==> src/rtl/vec_pkg.sv <==
// Shared state encodings, output-select codes and default widths for the
// vector-datapath steering blocks.
package vec_pkg;

  typedef enum logic [1:0] {
    IDLE  = 2'b00,
    ROUTE = 2'b01,
    DRAIN = 2'b10
  } state_e;

  localparam logic SEL_A = 1'b0;
  localparam logic SEL_B = 1'b1;

  localparam int DEF_WIDTH = 16;
  localparam int DEF_LEN_W = 8;

endpackage

==> src/rtl/stream_reg.sv <==
// One-entry valid/ready output register: load wins over consume, so a
// same-cycle consume+load leaves the register full with the new element.
module stream_reg #(
  parameter int WIDTH = 16
) (
  input  logic             clk,
  input  logic             rst,
  input  logic             load,
  input  logic [WIDTH-1:0] load_data,
  input  logic             ready,
  output logic             valid,
  output logic [WIDTH-1:0] data
);

  always_ff @(posedge clk or posedge rst) begin
    if (rst) begin
      valid <= 1'b0;
      data  <= '0;
    end else if (load) begin
      valid <= 1'b1;
      data  <= load_data;
    end else if (ready) begin
      valid <= 1'b0;
    end
  end

endmodule

==> src/rtl/vec_demux16b2.sv <==
// Burst-oriented 1-to-2 stream demultiplexer: a command picks output A or B
// and a length, then exactly that many elements are steered there.
module vec_demux16b2
  import vec_pkg::*;
#(
  parameter int WIDTH = DEF_WIDTH,
  parameter int LEN_W = DEF_LEN_W
) (
  input  logic             clk,
  input  logic             rst,
  input  logic             cmd_valid,
  output logic             cmd_ready,
  input  logic             cmd_sel,
  input  logic [LEN_W-1:0] cmd_len,
  input  logic             in_valid,
  output logic             in_ready,
  input  logic [WIDTH-1:0] in_data,
  output logic             a_valid,
  input  logic             a_ready,
  output logic [WIDTH-1:0] a_data,
  output logic             b_valid,
  input  logic             b_ready,
  output logic [WIDTH-1:0] b_data,
  output logic             busy,
  output logic             done
);

  state_e           state, state_next;
  logic [LEN_W-1:0] count, count_next;
  logic             sel_q, sel_next;
  logic             done_next;
  logic             x_valid, x_ready;
  logic             xfer, load_a, load_b;

  assign x_valid = (sel_q == SEL_B) ? b_valid : a_valid;
  assign x_ready = (sel_q == SEL_B) ? b_ready : a_ready;

  // busy is registered from the next state so it always equals (state != IDLE)
  always_ff @(posedge clk or posedge rst) begin
    if (rst) begin
      state <= IDLE;
      count <= '0;
      sel_q <= SEL_A;
      done  <= 1'b0;
      busy  <= 1'b0;
    end else begin
      state <= state_next;
      count <= count_next;
      sel_q <= sel_next;
      done  <= done_next;
      busy  <= (state_next != IDLE);
    end
  end

  always_comb begin
    state_next = state;
    count_next = count;
    sel_next   = sel_q;
    done_next  = 1'b0;
    case (state)
      IDLE: begin
        if (cmd_valid) begin
          if (cmd_len == '0) begin
            done_next = 1'b1;
          end else begin
            sel_next   = cmd_sel;
            count_next = cmd_len;
            state_next = ROUTE;
          end
        end
      end
      ROUTE: begin
        if (xfer) begin
          count_next = count - LEN_W'(1);
          if (count == LEN_W'(1)) state_next = DRAIN;
        end
      end
      DRAIN: begin
        if (x_valid && x_ready) begin
          state_next = IDLE;
          done_next  = 1'b1;
        end
      end
      default: state_next = IDLE;
    endcase
  end

  // in_ready depends only on the selected output register, never on in_valid
  always_comb begin
    cmd_ready = (state == IDLE);
    in_ready  = (state == ROUTE) && (!x_valid || x_ready);
    xfer      = in_valid && in_ready;
    load_a    = xfer && (sel_q == SEL_A);
    load_b    = xfer && (sel_q == SEL_B);
  end

  stream_reg #(.WIDTH(WIDTH)) u_reg_a (
    .clk       (clk),
    .rst       (rst),
    .load      (load_a),
    .load_data (in_data),
    .ready     (a_ready),
    .valid     (a_valid),
    .data      (a_data)
  );

  stream_reg #(.WIDTH(WIDTH)) u_reg_b (
    .clk       (clk),
    .rst       (rst),
    .load      (load_b),
    .load_data (in_data),
    .ready     (b_ready),
    .valid     (b_valid),
    .data      (b_data)
  );

endmodule

==> config.mk <==
export PLATFORM = sky130hd
export DESIGN_NAME = vec_demux16b2
export DESIGN_NICKNAME = d
export VERILOG_FILES = /design/src/rtl/vec_pkg.sv /design/src/rtl/stream_reg.sv /design/src/rtl/vec_demux16b2.sv
export SDC_FILE = /design/constraint.sdc
export NUM_CORES = 1
export LEC_CHECK = 0
export BUFFER_PORTS_ARGS = -buffer_cell sky130_fd_sc_hd__buf_2
export CAP_MARGIN = 15
export CORE_ASPECT_RATIO = 1.4
export CORE_UTILIZATION = 53
export CTS_BUF_LIST = sky130_fd_sc_hd__clkbuf_4
export CTS_CLUSTER_DIAMETER = 40
export DETAILED_ROUTE_END_ITERATION = 6
export GPL_TIMING_DRIVEN = 0
export PLACE_DENSITY = 0.85
export SLEW_MARGIN = 40
export SYNTH_ARGS = -nofsm -noshare
export SYNTH_HDL_FRONTEND = slang
export SYNTH_HIERARCHICAL = 1
export SYNTH_SLANG_ARGS = --single-unit
==> constraint.sdc <==
create_clock -name clk -period 2.95 [get_ports clk]
set_clock_uncertainty 0.15 [all_clocks]
set_input_delay 0.295 -clock clk [delete_from_list [all_inputs] [get_ports clk]]
set_output_delay 0.295 -clock clk [all_outputs]
set_load 0.1 [all_outputs]
==> reports/qor.csv <==
metric,value,unit
Final setup viols,0,
worst skew pair latency,0.36,ns
met1 wire length,1.94,mm
GRT overflow,0,
clock sink total,47,
top cell type by total area after synthesis,dfrtp_1,
Post-Syn Area,2230,um2
slew at the pin closest to its max-slew limit,0.730,ns
"CP delay by family, top",simple AND/OR/NAND/NOR gates,
sequential share of the synthesized area,52.7,%
share of layout cells above drive strength 1,50.8,%
DR pass1 iterations,6,
number of buffers on the longest clock path,2,
clock slew seen by the registers of the worst setup and hold paths,0.14,ns
largest net degree at the start of global routing,18,
met2 wire len,2.44,mm
Max Clock Freq,0.396,GHz
first-pass GRT wire length,7.67,mm
outcome,"complete, but fails checks",
Post-CTS Setup Bufs,0,
1st-iter DRT viols,48,
Post-synth EDFFs,0,
Row Count,27,
Nets,284,
RSZ-0062 raised after global routing,no,
worst endpoint required time,3.05,ns
Synth area leaders,"dfrtp_1 (53%), mux2_4 (12%), mux2_2 (7.6%), buf_12 (1.8%), inv_1 (1.7%)",
Port Buffers,68,
total core area,3990,um2
Synth Warn #,6,
Synth top cells by count,"dfrtp_1 (47), mux2_4 (18), mux2_2 (15)",
total track usage,22.8,%
Starting Density,56.0,%
post-synth net total,201,
#FFs+latches synth,47,
Die ar.,4480,um2
initial antenna violation count,0,
Synth Area per Inst,13.3,um2
crit path max fanout,10,
die width,56.9,um
DR top layer,met4,
vias per cell,5.54,
via count,1634,
H-tree depth,2,
Max-Cap Viols,0,
vias in the first global route,1637,
critical path's largest stage delay,0.54,ns
post-route ant nets,0,
Setup WS pre-CTS,0.442,ns
PostCTS Resize Cnt,0,
minimum clock period,2.53,ns
die height,78.8,um
Yosys cell types,46,
diode count,0,
GPL Wtd Cong,0.873,
CP Class,flop to flop,
cell with the most instances after synthesis,dfrtp_1,
crit path DAT,2.63,ns
synthesized instance count,168,
root buffer cell,clkbuf_4,
final worst-path cycle share,85.6,%
CTS tree,done,
DRC,6,
WL final,4.72,mm
Setup crit end kind,flop,
violated checks,design-rule violations,
Final Worst Setup Slack,0.424,ns
top cell type's share of synthesized area,52.7,%
io pins,69,
hold_buf cts,6,
drt wl/cell,16.0,um
ys async rst share,100,%
CP max-delay cell,or4b_4,
post-DP HPWL,3.44,mm
ys flop type,dfrtp_1,
Met3 Wirelength,262,um
CP bufs+invs,3,
Final Hold Vio Count,0,
Max-Slew Margin vs Limit,51.2,%
fin. max-slew vios,0,
worst hold path type,input pin to flop,
CTS buffer count,5,
Setup TNS Final,0,ns
area growth from synthesis to layout,24.4,%
CP Launch Type,flop,
CP Cell Sequence,nand2b_1 -> or4b_4 -> buf_4 -> nor2_1 -> buf_6 -> buf_12 -> mux2_4,
==> per-stage QoR <==
stage,std cells,hold WS [ns],instance area (um2),utilization [%]
2_1_floorplan,168,0.0220,2250,-
3_3_place_gp,279,0.213,2640,66.3
3_5_place_dp,279,0.216,2640,66.3
4_1_cts,293,0.00372,2760,69.2
5_1_grt,295,0.000300,2780,69.7
6_report,295,0.0184,2780,69.7
==> sequential cells by signal, summed over array words and instances, names as in the netlist, 2 cells and up <==
| register | count |
|---|---|
| u_reg_b/data | 16 |
| state | 2 |
| count | 8 |
| u_reg_a/data | 16 |
==> area by class of cell <==
class	instances	area, um2
inverters	10	37.5
well taps	43	53.8
multi-input cells	104	946
clock inverters	2	12.5
repair buffers	76	420
fillers	315	1210
flip-flops and latches	47	1180
plain buffers	7	85.1
clock buffers	6	45.0
==> placed cells by master (no fill, tap or decap), drive strengths merged, types with 4 or more instances in the layout <==
cell	netlist	layout
a21oi	5	5
buf	6	74
clkbuf	1	7
dfrtp	47	47
dlygate4sd3	0	8
inv	10	10
mux2	33	33
nand2	4	4
nand3	4	4
nor2	10	10
==> cell families after synthesis <==
group	after synthesis	share of synthesized area [%]
compound gates	32	11.4
mux	33	19.7
fa+ha+maj	2	1.12
simple gates	37	9.69
flops	47	52.7
buf+inv	17	5.49
==> routing by layer <==
metal  up-vias  GRT usage, %
met1       798          26.3
met2        49          40.7
met5         -             0
met3         7          6.19
met4         0          7.32
li1        780             -
==> final timing paths <==
path	startpoint	to	slack, ns	depth (start not counted)
worst max-delay path	state[1]	u_reg_a/data[9]	0.42	7
worst max register to register	state[1]	u_reg_a/data[9]	0.42	7
max in group asynchronous	rst	u_reg_a/valid	1.69	3
worst min register to register	u_reg_b/data[3]	u_reg_b/data[3]	0.37	1
worst min-delay path	in_data[6]	u_reg_b/data[6]	0.02	2
min in group asynchronous	rst	count[1]	0.37	3
Power is not shown: default switching activity piles up to over one toggle a cycle in this logic, so the estimate is an artifact.
